$ cat src/rtl/mult_share_pkg.sv
// Shared types and default sizing for the time-shared multiplier scheduler.
package mult_share_pkg;

  localparam int DEF_NUM_CH   = 4;
  localparam int DEF_DATA_W   = 8;
  localparam int DEF_MULT_LAT = 2;

  localparam int CH_W   = $clog2(DEF_NUM_CH);
  localparam int PROD_W = 2 * DEF_DATA_W;

  typedef struct packed {
    logic              valid;
    logic [CH_W-1:0]   tag;
    logic [PROD_W-1:0] product;
  } stage_t;

endpackage

$ cat src/rtl/mult_share_sched_arbiter.sv
// Combinational round-robin picker: first requesting channel at or above ptr, wrapping.
module rr_arbiter #(
  parameter int NUM_CH = 4
) (
  input  logic [NUM_CH-1:0]         req_valid,
  input  logic                      enable,
  input  logic [$clog2(NUM_CH)-1:0] ptr,
  output logic [NUM_CH-1:0]         grant,
  output logic [$clog2(NUM_CH)-1:0] grant_idx,
  output logic                      grant_any
);

  localparam int IDX_W = $clog2(NUM_CH);

  logic [IDX_W-1:0] cand;

  // Scan farthest offset first so the nearest requester overwrites and wins.
  always_comb begin
    grant     = '0;
    grant_idx = '0;
    grant_any = 1'b0;
    cand      = '0;
    for (int i = NUM_CH - 1; i >= 0; i--) begin
      cand = ptr + IDX_W'(i);
      if (enable && req_valid[cand]) begin
        grant       = '0;
        grant[cand] = 1'b1;
        grant_idx   = cand;
        grant_any   = 1'b1;
      end
    end
  end

endmodule

$ cat src/rtl/mult_share_sched.sv
// One signed multiplier shared round-robin among NUM_CH requesters; products return tagged per channel.
module mult_share_sched
  import mult_share_pkg::*;
#(
  parameter int NUM_CH   = DEF_NUM_CH,
  parameter int DATA_W   = DEF_DATA_W,
  parameter int MULT_LAT = DEF_MULT_LAT
) (
  input  logic                         Ex_Clock,
  input  logic                         Ex_Rst_n,
  input  logic                         Sched_En,
  input  logic [NUM_CH-1:0]            Req_Valid,
  output logic [NUM_CH-1:0]            Req_Ready,
  input  logic [NUM_CH*DATA_W-1:0]     Req_A,
  input  logic [NUM_CH*DATA_W-1:0]     Req_B,
  output logic [NUM_CH-1:0]            Res_Valid,
  output logic [NUM_CH*2*DATA_W-1:0]   Res_Data,
  output logic                         Idle
);

  localparam int TAG_W = $clog2(NUM_CH);
  localparam int RES_W = 2 * DATA_W;

  typedef struct packed {
    logic             valid;
    logic [TAG_W-1:0] tag;
    logic [RES_W-1:0] product;
  } pipe_t;

  logic [TAG_W-1:0]         rr_ptr;
  logic [TAG_W-1:0]         grant_idx;
  logic [NUM_CH-1:0]        grant;
  logic                     grant_any;
  logic                     iss_valid;
  logic [TAG_W-1:0]         iss_tag;
  logic signed [DATA_W-1:0] iss_a;
  logic signed [DATA_W-1:0] iss_b;
  logic [MULT_LAT-1:0]      stage_valid;
  pipe_t                    tail;
  logic [RES_W-1:0]         res_data [NUM_CH];

  // Gating with reset keeps Req_Ready and Idle at 0 while reset is asserted.
  rr_arbiter #(.NUM_CH(NUM_CH)) u_arb (
    .req_valid (Req_Valid),
    .enable    (Sched_En & Ex_Rst_n),
    .ptr       (rr_ptr),
    .grant     (grant),
    .grant_idx (grant_idx),
    .grant_any (grant_any)
  );

  assign Req_Ready = grant;

  always_ff @(posedge Ex_Clock or negedge Ex_Rst_n) begin
    if (!Ex_Rst_n) begin
      rr_ptr    <= '0;
      iss_valid <= 1'b0;
      iss_tag   <= '0;
      iss_a     <= '0;
      iss_b     <= '0;
    end else begin
      iss_valid <= grant_any;
      iss_tag   <= grant_idx;
      iss_a     <= Req_A[grant_idx*DATA_W +: DATA_W];
      iss_b     <= Req_B[grant_idx*DATA_W +: DATA_W];
      if (grant_any) begin
        rr_ptr <= grant_idx + TAG_W'(1);
      end
    end
  end

  for (genvar gi = 0; gi < MULT_LAT; gi++) begin : g_pipe
    pipe_t stage;
    pipe_t stage_in;
    if (gi == 0) begin : g_head
      // Operands are widened before multiplying so the product keeps all 2*DATA_W bits.
      assign stage_in = '{valid:   iss_valid,
                          tag:     iss_tag,
                          product: RES_W'(iss_a) * RES_W'(iss_b)};
    end else begin : g_body
      assign stage_in = g_pipe[gi-1].stage;
    end
    always_ff @(posedge Ex_Clock or negedge Ex_Rst_n) begin
      if (!Ex_Rst_n) begin
        stage <= '0;
      end else begin
        stage <= stage_in;
      end
    end
    assign stage_valid[gi] = stage.valid;
  end

  assign tail = g_pipe[MULT_LAT-1].stage;

  always_ff @(posedge Ex_Clock or negedge Ex_Rst_n) begin
    if (!Ex_Rst_n) begin
      Res_Valid <= '0;
      for (int k = 0; k < NUM_CH; k++) begin
        res_data[k] <= '0;
      end
    end else begin
      Res_Valid <= '0;
      if (tail.valid) begin
        Res_Valid[tail.tag] <= 1'b1;
        res_data[tail.tag]  <= tail.product;
      end
    end
  end

  for (genvar gi = 0; gi < NUM_CH; gi++) begin : g_res
    assign Res_Data[gi*RES_W +: RES_W] = res_data[gi];
  end

  assign Idle = Ex_Rst_n & ~iss_valid & ~(|stage_valid) & ~grant_any;

endmodule

$ cat config.mk
export PLATFORM = sky130hd
export DESIGN_NAME = mult_share_sched
export DESIGN_NICKNAME = d
export VERILOG_FILES = /design/src/rtl/mult_share_pkg.sv /design/src/rtl/mult_share_sched_arbiter.sv /design/src/rtl/mult_share_sched.sv
export SDC_FILE = /design/constraint.sdc
export NUM_CORES = 1
export LEC_CHECK = 0
export CAP_MARGIN = 20
export CORE_MARGIN = 3
export CORE_UTILIZATION = 53
export CTS_CLUSTER_DIAMETER = 80
export DETAILED_ROUTE_END_ITERATION = 10
export PLACE_DENSITY = 0.88
export SLEW_MARGIN = 20
export SYNTH_ARGS = -nofsm -noshare
export SYNTH_HDL_FRONTEND = slang
export SYNTH_SLANG_ARGS = --single-unit
$ cat constraint.sdc
create_clock -name Ex_Clock -period 4.9 [get_ports Ex_Clock]
set_clock_uncertainty 0.1 [all_clocks]
set_input_delay 0.98 -clock Ex_Clock [delete_from_list [all_inputs] [get_ports Ex_Clock]]
set_output_delay 0.98 -clock Ex_Clock [all_outputs]
set_load 0.01 [all_outputs]
==> results.toml, run 1 <==
[cts]
clk_path_buf_depth = 2
cts_htree_levels = 4
clk_transition_reported_paths_ns = 0.06
worstSkewPairLatency_ns = 0.40
cts-root-buf = "sky130_fd_sc_hd__clkbuf_16"
setup_buffers_after_cts = 0
cts_tree = "done"
cts_inserted_buffers = 17
cts.sink_count = 127

[worst_setup_path]
crit_required_ns = 5.08
max_fo_critical_path = 8
cpMaxStageDelayCell = "sky130_fd_sc_hd__fa_1"
worstSetupStartpointType = "flop"
critical_path_depth = 16
cpMostUsedCell = "sky130_fd_sc_hd__inv_1"
worstPathCellList = "and2_1, ha_1, inv_1, fa_1, inv_1, fa_1, inv_1, fa_1, inv_1, ha_1, o21ai_0, a21boi_0, o41ai_2, o21a_1, o21ai_0, xnor2_1"
r2r.worst_path.cells = 16
crit_type = "reg2reg"
cp_slowest_stage_delay_ns = 0.55
worstPathBufferInverterCount = 4
timing.critical_path.arrival_ns = 4.91
timing.critical_path.max_delay_family = "adder cells"
critical_path.endpoint_type = "flop"

[sta]
fmax_mhz = 211
timing.final.crit_period_ns = 4.73
setup_viol = 0
min_period_over_period_pct = 96.6
max_slew.worst_pin.slew_ns = 0.929
final.setup.tns_ns = 0
timing_hold_violations_final = 0
maxSlewHeadroom_pct = 38.1
maxSlewViolCount = 0

[detailed_routing]
vias = 5370
drt-wirelength-per-cell_um = 15.6
antenna_left = 0
route.detailed.vias_per_inst = 5.25
firstDrtPassIters = 6
detail_route.drc_violations = 0
finalWirelength_um = 16000
first_iter_violations = 302

[status]
run_status = "finished clean"

[yosys]
synthesis.instances = 677
synth.ff_latch_count = 127
synth.top_cell.area_share_pct = 41.9
synth_fp_nets = 840
synth-seq-area-share_pct = 41.9
post-synth-top-area-cell = "sky130_fd_sc_hd__dfrtp_1"
ys_top_cells_by_area = "sky130_fd_sc_hd__dfrtp_1 42%, sky130_fd_sc_hd__fa_1 15%, sky130_fd_sc_hd__mux2i_1 7.3%, sky130_fd_sc_hd__ha_1 6.1%, sky130_fd_sc_hd__nand2_1 6.0%"
ys.warnings.count = 0
netlist_area_um2 = 7590
postSynthAreaPerCell_um2 = 11.2
synth_cell_type_count = 46

[floorplanning]
site_rows = 43
die_area_um2 = 15800
dieWidth_um = 126
fp.dieH_um = 126
core_region_area_um2 = 13900
initial_utilization_pct = 54.5
i_o_pins = 144

[placed_design]
placement.io_buffers = 143
gpl_wtd_cong = 0.886
dp_hpwl_um = 12200

[global_route]
grt-ovfl-total = 0
global_route.usage.total_pct = 21.0
wire_length_of_the_first_global_routing_pass_um = 26900
initial_antenna_violation_count = 0
largest_net_degree_at_the_start_of_global_routing = 81
grt_pass1_vias = 5688

[finish]
design.final.nets = 993
area.growth.synth_to_final_pct = 29.0
final_common_cell = "sky130_fd_sc_hd__clkdlybuf4s50_1"
post_route_cells_drive_above_1_share_pct = 9.85
mostFrequentLayoutCells = "142 x sky130_fd_sc_hd__clkdlybuf4s50_1, 127 x sky130_fd_sc_hd__dfrtp_1, 121 x sky130_fd_sc_hd__nand2_1"
finalCoreUtilization_pct = 70.3
num_antenna_cells = 0

[worst_hold_path]
worst_hold_path_type = "reg2reg"
hold_path_depth = 0

[run]
drv_cap = 0
[area by class of cell]
cell class              instances  area [um^2]
clock buffers                  18          439
clock inverters                14          166
fillers                       967         4140
inverters                      88          330
multi-input cells             446         3970
flip-flops and latches        127         3180
well taps                     180          225
repair buffers                150         1490
[state kept, by name, indices dropped and copies added, names as in the netlist]
name and flops:
Res_Data 64, g_pipe.stage 38, iss_a 8, iss_b 8, Res_Valid 4, iss_tag 2, rr_ptr 2, iss_valid 1
[what timing repair did]
action | CTS | global route
endpoints found under the setup margin | 0 | 1
resized for setup | 0 | 1
hold buffers | 0 | 0
endpoints found under the hold margin | 0 | 0
[path summary, 6_finish.rpt]
check	to	slack, ns	start
setup reg to reg	g_pipe[0].stage[15]$_DFF_PN0_	0.17	iss_b[1]$_DFF_PN0_
hold reg to reg	g_pipe[1].stage[13]$_DFF_PN0_	0.24	g_pipe[0].stage[13]$_DFF_PN0_
setup / recovery	g_pipe[0].stage[15]$_DFF_PN0_	0.17	iss_b[1]$_DFF_PN0_
max in group asynchronous	g_pipe[0].stage[10]$_DFF_PN0_	2.76	Ex_Rst_n
hold / removal	g_pipe[1].stage[13]$_DFF_PN0_	0.24	g_pipe[0].stage[13]$_DFF_PN0_
min in group asynchronous	iss_a[1]$_DFF_PN0_	0.60	Ex_Rst_n
[metal layers]
layer,vias to the layer above,track usage (%),wire length (um)
li1,2488,-,-
met1,2629,26.6,6690
met2,215,35.8,7960
met3,38,4.41,916
met4,0,7.53,424
met5,-,0,0
[logic make-up after synthesis]
kind of cell | synth area share, %
AOI/OAI and AO/OA | 3.68
muxes | 12.7
and+or+nand+nor | 13.3
DFF | 41.9
adders and majority gates | 20.6
xor gates and xnor gates | 1.73
buffers and inverters | 6.07
[synth_stat cells (all sizes together)]
master / count
a2111o: 2
a2111oi: 1
a211oi: 2
a21boi: 1
a21o: 2
a21oi: 6
a221o: 4
a221oi: 2
a31oi: 1
and2: 50
and2b: 1
buf: 8
clkbuf: 8
clkinv: 2
dfrtp: 127
fa: 55
ha: 37
inv: 86
mux2: 33
mux2i: 55
mux4: 2
nand2: 121
nand2b: 3
nand3: 1
nand3b: 3
nand4: 3
nand4b: 2
nor2: 10
nor2b: 8
nor3: 3
nor3b: 1
nor4: 2
o211ai: 1
o21a: 1
o21ai: 14
o32ai: 1
o41ai: 1
or2: 1
or4b: 1
xnor2: 12
xor2: 3
[through the flow]
stage          instance area, um^2  hold slack, ns  cells  worst slack, ns
6_report                      9800           0.238   1023            0.166
3_3_place_gp                  9180           0.232    991            0.358
3_5_place_dp                  9180           0.235    991            0.248
5_1_grt                       9800           0.247   1023           -0.101
4_1_cts                       9790           0.240   1023            0.215
2_1_floorplan                 7590           0.231    677            0.475
Power of run 1 is not shown: default switching activity piles up to over one toggle a cycle in this logic, so the estimate is an artifact.
==> inputs of run 2 (changes only) <==
Settings changed: CTS_CLUSTER_SIZE set to 24.
==> results of run 2 <==
The final DEF is identical to that of run 1; final timing and power are the same.
Power of run 2 is left out for the same reason.
